$ cat src/rtl/piso_serializer.sv
// Parallel-in / serial-out word serializer with a one-word holding register
// and an optional idle gap between frames.
module piso_serializer #(
  parameter int WIDTH     = 24,
  parameter int MSB_FIRST = 0,
  parameter int GAP       = 0
) (
  input  logic             sys_clk,
  input  logic             rst_n,
  input  logic             load_valid,
  input  logic [WIDTH-1:0] load_data,
  output logic             load_ready,
  output logic             serial,
  output logic             serial_valid,
  output logic             frame_start,
  output logic             frame_done,
  output logic             busy
);
  localparam int              CW       = $clog2(WIDTH + 1);
  localparam logic [CW-1:0]   LAST_BIT = CW'(WIDTH - 1);
  localparam logic [3:0]      GAP_LAST = 4'(GAP - 1);
  localparam int              OUT_BIT  = (MSB_FIRST != 0) ? WIDTH - 1 : 0;

  typedef enum logic [1:0] {ST_IDLE, ST_SHIFT, ST_GAP} state_e;

  state_e           state_q, state_d;
  logic [WIDTH-1:0] shift_q, shift_d;
  logic [WIDTH-1:0] hold_q, hold_d;
  logic             hold_full_q, hold_full_d;
  logic [CW-1:0]    bit_cnt_q, bit_cnt_d;
  logic [3:0]       gap_cnt_q, gap_cnt_d;
  logic [WIDTH-1:0] shift_adv;
  logic             xfer, last_bit;

  assign load_ready   = !hold_full_q;
  assign xfer         = load_valid && !hold_full_q;
  assign serial_valid = (state_q == ST_SHIFT);
  assign last_bit     = serial_valid && (bit_cnt_q == LAST_BIT);
  assign serial       = serial_valid && shift_q[OUT_BIT];
  assign frame_start  = serial_valid && (bit_cnt_q == '0);
  assign frame_done   = last_bit;
  assign busy         = (state_q != ST_IDLE) || hold_full_q;
  assign shift_adv    = (MSB_FIRST != 0) ? {shift_q[WIDTH-2:0], 1'b0}
                                         : {1'b0, shift_q[WIDTH-1:1]};

  always_comb begin
    state_d     = state_q;
    shift_d     = shift_q;
    hold_d      = hold_q;
    hold_full_d = hold_full_q;
    bit_cnt_d   = bit_cnt_q;
    gap_cnt_d   = gap_cnt_q;
    // Default: an accepted word parks in the holding register; the idle
    // branch below overrides this when the shifter can take it directly.
    if (xfer) begin
      hold_d      = load_data;
      hold_full_d = 1'b1;
    end
    case (state_q)
      ST_IDLE: begin
        if (hold_full_q) begin
          shift_d     = hold_q;
          hold_full_d = 1'b0;
          bit_cnt_d   = '0;
          state_d     = ST_SHIFT;
        end else if (xfer) begin
          shift_d     = load_data;
          hold_d      = hold_q;
          hold_full_d = 1'b0;
          bit_cnt_d   = '0;
          state_d     = ST_SHIFT;
        end
      end
      ST_SHIFT: begin
        shift_d   = shift_adv;
        bit_cnt_d = bit_cnt_q + 1'b1;
        if (last_bit) begin
          bit_cnt_d = '0;
          if (GAP != 0) begin
            gap_cnt_d = '0;
            state_d   = ST_GAP;
          end else if (hold_full_q) begin
            shift_d     = hold_q;
            hold_full_d = 1'b0;
          end else begin
            state_d = ST_IDLE;
          end
        end
      end
      ST_GAP: begin
        if (gap_cnt_q == GAP_LAST) begin
          gap_cnt_d = '0;
          if (hold_full_q) begin
            shift_d     = hold_q;
            hold_full_d = 1'b0;
            state_d     = ST_SHIFT;
          end else begin
            state_d = ST_IDLE;
          end
        end else begin
          gap_cnt_d = gap_cnt_q + 4'd1;
        end
      end
      default: state_d = ST_IDLE;
    endcase
  end

  always_ff @(posedge sys_clk or negedge rst_n) begin
    if (!rst_n) begin
      state_q     <= ST_IDLE;
      shift_q     <= '0;
      hold_q      <= '0;
      hold_full_q <= 1'b0;
      bit_cnt_q   <= '0;
      gap_cnt_q   <= '0;
    end else begin
      state_q     <= state_d;
      shift_q     <= shift_d;
      hold_q      <= hold_d;
      hold_full_q <= hold_full_d;
      bit_cnt_q   <= bit_cnt_d;
      gap_cnt_q   <= gap_cnt_d;
    end
  end
endmodule

$ cat config.mk
export PLATFORM = sky130hd
export DESIGN_NAME = piso_serializer
export DESIGN_NICKNAME = d
export VERILOG_FILES = /design/src/rtl/piso_serializer.sv
export SDC_FILE = /design/constraint.sdc
export NUM_CORES = 1
export LEC_CHECK = 0
export ABC_AREA = 1
export CAP_MARGIN = 20
export CORE_MARGIN = 5
export CORE_UTILIZATION = 55
export CTS_CLUSTER_SIZE = 20
export DETAILED_ROUTE_END_ITERATION = 12
export DONT_BUFFER_PORTS = 1
export HOLD_SLACK_MARGIN = 0.06
export PLACE_DENSITY = 0.7
export RECOVER_POWER = 100
export SYNTH_ARGS = -nofsm -noshare
export SYNTH_HDL_FRONTEND = slang
export SYNTH_SLANG_ARGS = --single-unit
$ cat constraint.sdc
create_clock -name sys_clk -period 1.7 [get_ports sys_clk]
set_input_delay 0.34 -clock sys_clk [delete_from_list [all_inputs] [get_ports sys_clk]]
set_output_delay 0.34 -clock sys_clk [all_outputs]
set_load 0.02 [all_outputs]
==> results of run 1 <==
power by group:
| part | switching (mW) | total [mW] | leakage [nW] | internal, mW |
|---|---|---|---|---|
| combinational | 0.116 | 0.196 | 1.09 | 0.0798 |
| clock | 0.462 | 0.760 | 0.0418 | 0.298 |
| sequential | 0.0413 | 1.42 | 0.711 | 1.37 |
| total | 0.620 | 2.37 | 1.85 | 1.75 |
cell families (layout without fill, tap and decap cells):
kind of cell / after synthesis / after routing / synth area share
and+or+nand+nor: 252 / 252 / 0.335
buffers and inverters: 74 / 77 / 0.107
AOI/OAI and AO/OA: 55 / 55 / 0.0902
DFF: 55 / 55 / 0.420
muxes: 8 / 8 / 0.0367
adders and majority gates: 2 / 2 / 0.00764
xor gates and xnor gates: 1 / 1 / 0.00268
cells in the final DEF (no fill, tap or decap), types with 2 or more instances in the layout:
cell type,count
or2_2,3
nand2_1,154
dfrtp_1,53
clkbuf_8,5
o21ai_0,41
mux2_1,8
clkbuf_2,2
o22ai_1,6
nand3_1,56
nor2_4,3
a21oi_1,3
inv_1,48
nor2_1,31
dfrtp_2,2
buf_4,12
nand3_2,3
clkbuf_1,2
clkbuf_4,2
inv_2,2
o21a_1,5
through the flow:
stage / hold WS (ns) / setup WS, ns / setup TNS, ns / utilization / power [mW]
after CTS: 0.156 / -0.0457 / -0.0457 / 0.594 / 2.41
after global routing: 0.130 / -0.0663 / -0.523 / 0.583 / 2.49
after global placement: 0.0463 / 0.218 / 0 / 0.570 / 1.62
final: 0.144 / 0.000435 / 0 / 0.583 / 2.37
after floorplan: 0.0444 / 0.197 / 0 / - / 1.59
after detailed placement: 0.0466 / 0.181 / 0 / 0.570 / 1.63
worst max-delay path: cells and delay by family, from the launching register on:
kind / cells / cell delay (ns)
fa+ha+maj: 1 / 0.19
flops: 1 / 0.42
simple gates: 2 / 0.44
sequential cells by signal (all words and copies together) (netlist names):
register     count
shift_q         24
hold_q          24
hold_full_q      1
bit_cnt_q        5
state_q          1
routing by layer:
metal,vias to the layer above,track usage,routed length [um]
met2,83,0.343,3580
met4,0,0.0544,76
met1,1318,0.306,3470
met3,9,0.0388,540
met5,-,0,0
li1,1412,-,-
layout make-up:
class | count | share of cell area
sequential | 55 | 0.404
timing repair buffer | 18 | 0.0378
inverter | 51 | 0.0568
multi-input combinational | 318 | 0.448
clock buffer | 6 | 0.0213
clock inverter | 2 | 0.00477
tap | 75 | 0.0275
worst paths after layout:
path | slack [ns] | cells after the start | start | to
min reg2reg | 0.50 | 2 | shift_q[11]$_DFFE_PN0P_ | shift_q[11]$_DFFE_PN0P_
max in group asynchronous | 0.48 | 2 | rst_n | bit_cnt_q[3]$_DFFE_PN0P_
min in group asynchronous | 0.68 | 2 | rst_n | shift_q[6]$_DFFE_PN0P_
min | 0.14 | 1 | load_data[1] | hold_q[1]$_DFFE_PN0P_
max reg2reg | 0.04 | 7 | state_q[0]$_DFFE_PN0P_ | shift_q[21]$_DFFE_PN0P_
max | 0.0004 | 3 | bit_cnt_q[0]$_DFFE_PN0P_ | frame_done
what timing repair did:
item,CTS,global route
resized for setup,4,2
pin swaps,2,2
hold endpoints to repair,55,0
buffers inserted,0,1
endpoints found under the setup margin,2,3
hold buffers,2,0
==> impl_metrics.json, run 1 <==
{
  "route.vias.total": 2822,
  "dp.cells": 514,
  "dieArea_um2": 7590,
  "numPortBuffers": 0,
  "syn_inst": 447,
  "via_per_inst": 5.38,
  "ios": 33,
  "post_drt_wl_per_cell_um": 14.6,
  "multi_input_area_um2": 1530,
  "hp-class": "input pin to register",
  "drive_gt1_frac": 0.0889,
  "end_kind": "output port",
  "finalMaxSlewViolations": 0,
  "worstPathCellList": "ha_4 -> nand4_4 -> nor2_4",
  "clock_skew_ns": 0.0129,
  "hold_violations": 0,
  "rsz0062_at_grt": "true",
  "num_antenna_cells": 0,
  "synth_top_flop_cell": "dfrtp_1",
  "final_area_um2": 3410,
  "ctsHtreeMaxLevel": 2,
  "firstDrtPassIters": 5,
  "clk_path_buf_depth": 2,
  "max_clock_freq_mhz": 588,
  "synth_edf_count": 0,
  "start_util": 0.559,
  "drc_errors": 0,
  "place.detailed.hpwl_mm": 5.28,
  "ys_ff_latch": 55,
  "fp.dieH_um": 87.1,
  "layout.cells.non_filler": 525,
  "cts_sinks": 55,
  "status": "complete, no violations",
  "syn_area_per_cell_um2": 7.32,
  "syn_area_um2": 3270,
  "netlist.area_leader.share": 0.420,
  "clkLatencyLatePin_ns": 0.32,
  "critPathMaxStageDelay_ns": 0.42,
  "cp_slowest_cell": "dfrtp_1",
  "synth_most_common_cell": "nand2_1",
  "syn_nets": 476,
  "grt_pass1_vias": 2725,
  "yosys-top-cells-count": "nand2_1, nand3_1, dfrtp_1",
  "syn_to_final_growth_pct": 4.24,
  "tightest_slew_ns": 0.763,
  "synth_largest_area_cell": "dfrtp_1",
  "numCtsBuffers": 5,
  "fin_crit_sh": 1.00,
  "yosysWarnings": 0,
  "synth.area.top_cells": "dfrtp_1, nand2_1, nand3_1",
  "postPlaceCellArea_um2": 3330,
  "drt_wl_total_mm": 7.67,
  "setup_violations": 0,
  "cp-start-kind": "register",
  "antenna_left": 0,
  "fp.dieW_um": 87.1,
  "gr-total-overflow": 0,
  "synth-seq-area-share": 0.420,
  "cts_tree": "built",
  "core_um2": 5850,
  "antenna_found_initial": 0,
  "grt_max_degree": 56,
  "num-nets-final": 478,
  "gp_congestion": 0.826,
  "maxSlewHeadroom": 0.492,
  "nFillCells": 567,
  "layout.area.seq_um2": 1380,
  "num_rows": 28,
  "critPathRequiredTime_ns": 1.36,
  "ys_async_sr_fraction": 1.00,
  "cts.clk_slew.worst_paths_ns": 0.11,
  "layout_min_cycle_time_ns": 1.70,
  "cts_root_buf": "clkbuf_8",
  "cp.arrival_ns": 1.36,
  "crit_path_max_fanout": 7,
  "drt_iter0_markers": 174,
  "grt_usage": 0.216,
  "maxCapViolations": 0,
  "grt_pass1_wl_mm": 13.0,
  "vdd_ir_drop_max_uv": 464,
  "leakage_nw": 1.85,
  "synth_cell_types": 22,
  "powerDensity_nw_per_um2": 695,
  "path_class": "register to output port"
}
(Power assumes the default switching activity.)
==> run 2, diff against run 1 <==
- RECOVER_POWER: 100 -> not set
==> impl_metrics.json, run 2 (synthesis results as in run 1) <==
{
  "worstPathCellList": "ha_4 -> nand4_4 -> nor2_4",
  "drive_gt1_frac": 0.113,
  "cp.arrival_ns": 1.36,
  "critPathRequiredTime_ns": 1.36,
  "grt_max_degree": 56,
  "ios": 33,
  "cts_tree": "built",
  "cts_sinks": 55,
  "status": "complete, no violations",
  "hp-class": "input pin to register",
  "gp_congestion": 0.826,
  "worst-path-buf-inv": 0,
  "clkLatencyLatePin_ns": 0.32,
  "drt_wl_total_mm": 7.76,
  "cp-start-kind": "register",
  "postPlaceCellArea_um2": 3330,
  "core_um2": 5850,
  "grt_pass1_vias": 2725,
  "reg_top3": "hold_q (24), shift_q (24), bit_cnt_q (5)",
  "antenna_found_initial": 0,
  "vdd_ir_drop_max_uv": 523,
  "mostFrequentLayoutCells": "nand2_1, nand3_1, dfrtp_1",
  "hold_violations": 0,
  "dp.cells": 514,
  "route.vias.total": 2831,
  "tightest_slew_ns": 0.428,
  "via_per_inst": 5.39,
  "place.detailed.hpwl_mm": 5.28,
  "layout_min_cycle_time_ns": 1.70,
  "layout.cells.non_filler": 525,
  "powerDensity_nw_per_um2": 689,
  "num-nets-final": 478,
  "critPathMaxStageDelay_ns": 0.42,
  "nFillCells": 551,
  "num_rows": 28,
  "syn_to_final_growth_pct": 6.46,
  "fin_crit_sh": 1.00,
  "drc_errors": 0,
  "rsz0062_at_grt": "true",
  "hold-path-endpoint": "hold_q[1]$_DFFE_PN0P_",
  "crit_path_max_fanout": 7,
  "grt_usage": 0.216,
  "fp.dieW_um": 87.1,
  "max_clock_freq_mhz": 588,
  "layout_commonest_cell": "nand2_1",
  "total_power_mw": 2.40,
  "numCtsBuffers": 5,
  "cts.clk_slew.worst_paths_ns": 0.11,
  "grt_pass1_wl_mm": 13.0,
  "rrSetupSlack_ns": 0.13,
  "end_kind": "output port",
  "start_util": 0.559,
  "clk_path_buf_depth": 2,
  "gr-total-overflow": 0,
  "path_class": "register to output port",
  "leakage_nw": 1.90,
  "ctsHtreeMaxLevel": 2,
  "fin_worst_hold_slack_ns": 0.159,
  "holdPathStages": 1,
  "dieArea_um2": 7590,
  "num_antenna_cells": 0,
  "post-place-ws_ns": 0.181,
  "cp_slowest_cell": "dfrtp_1",
  "setup_violations": 0,
  "r2r_start": "state_q[0]$_DFFE_PN0P_",
  "post_drt_wl_per_cell_um": 14.8,
  "drt_iter0_markers": 181,
  "finalMaxSlewViolations": 0,
  "antenna_left": 0,
  "fp.dieH_um": 87.1,
  "firstDrtPassIters": 4,
  "hold_start": "load_data[1]",
  "cts_root_buf": "clkbuf_8",
  "path_delay_family": "simple AND/OR/NAND/NOR gates",
  "reg2reg_depth": 8,
  "finalWorstSetupSlack_ns": 0.000165,
  "final_area_um2": 3480,
  "maxSlewHeadroom": 0.714,
  "maxCapViolations": 0,
  "clock_skew_ns": 0.0119,
  "r2r-end": "shift_q[18]$_DFFE_PN0P_",
  "numPortBuffers": 0
}
run 2: cell count changes in the layout (fill, tap and decap cells not counted), moves of 2 or more:
| cell | before | now |
|---|---|---|
| mux2_1 | 8 | 0 |
| mux2_4 | 0 | 8 |
| buf_4 | 12 | 15 |
| clkbuf_2 | 2 | 0 |
| clkbuf_4 | 2 | 0 |
run 2: cell type report:
type                            count  area [um2]  area share
Multi-Input combinational cell    318        1560       0.447
Sequential cell                    55        1380       0.396
Inverter                           51         194      0.0557
Timing Repair Buffer               18         170      0.0488
Tap cell                           75        93.8      0.0269
Clock buffer                        6        72.6      0.0208
Clock inverter                      2        16.3     0.00467
run 2: repair_timing:
action                     4_1_cts  5_1_grt
resized for setup                4        2
pin swaps                        2        2
hold buffers                     2        0
setup buffers                    0        1
setup endpoints to repair        2        3
hold endpoints to repair        55        0
run 2: per-layer routing:
| metal | up-vias | track usage | wire length [um] |
|---|---|---|---|
| li1 | 1407 | - | - |
| met1 | 1327 | 0.306 | 3650 |
| met2 | 86 | 0.343 | 3520 |
| met3 | 11 | 0.0388 | 500 |
| met4 | 0 | 0.0544 | 83 |
| met5 | - | 0 | 0 |
run 2: power by group:
group          total [mW]  internal (mW)  leakage (nW)  switching, mW
registers            1.42           1.37         0.710         0.0418
logic               0.222          0.102          1.15          0.119
clock network       0.764          0.298        0.0418          0.467
total                2.40           1.77          1.90          0.628
run 2: per-stage QoR:
| step | setup TNS, ns | utilization |
|---|---|---|
| after floorplan | 0 | - |
| after global placement | 0 | 0.570 |
| after detailed placement | 0 | 0.570 |
| after CTS | -0.0457 | 0.594 |
| after global routing | -0.119 | 0.596 |
| final | 0 | 0.596 |
run 2: worst max path at each step:
stage | from | endpoint | slack, ns | cells after the start
after CTS | bit_cnt_q[1]$_DFFE_PN0P_ | frame_done | -0.05 | 3
after global placement | bit_cnt_q[1]$_DFFE_PN0P_ | shift_q[16]$_DFFE_PN0P_ | 0.22 | 7
after global routing | bit_cnt_q[0]$_DFFE_PN0P_ | frame_done | -0.07 | 3
final | bit_cnt_q[0]$_DFFE_PN0P_ | frame_done | 0.0002 | 3
after detailed placement | bit_cnt_q[1]$_DFFE_PN0P_ | shift_q[19]$_DFFE_PN0P_ | 0.18 | 7
after floorplan | state_q[0]$_DFFE_PN0P_ | frame_start | 0.20 | 3
run 2: worst reg2reg max path: cells and delay by family (launching register included):
family	cells	cell delay, ns
simple gates	5	0.48
buf+inv	3	0.57
flops	1	0.47
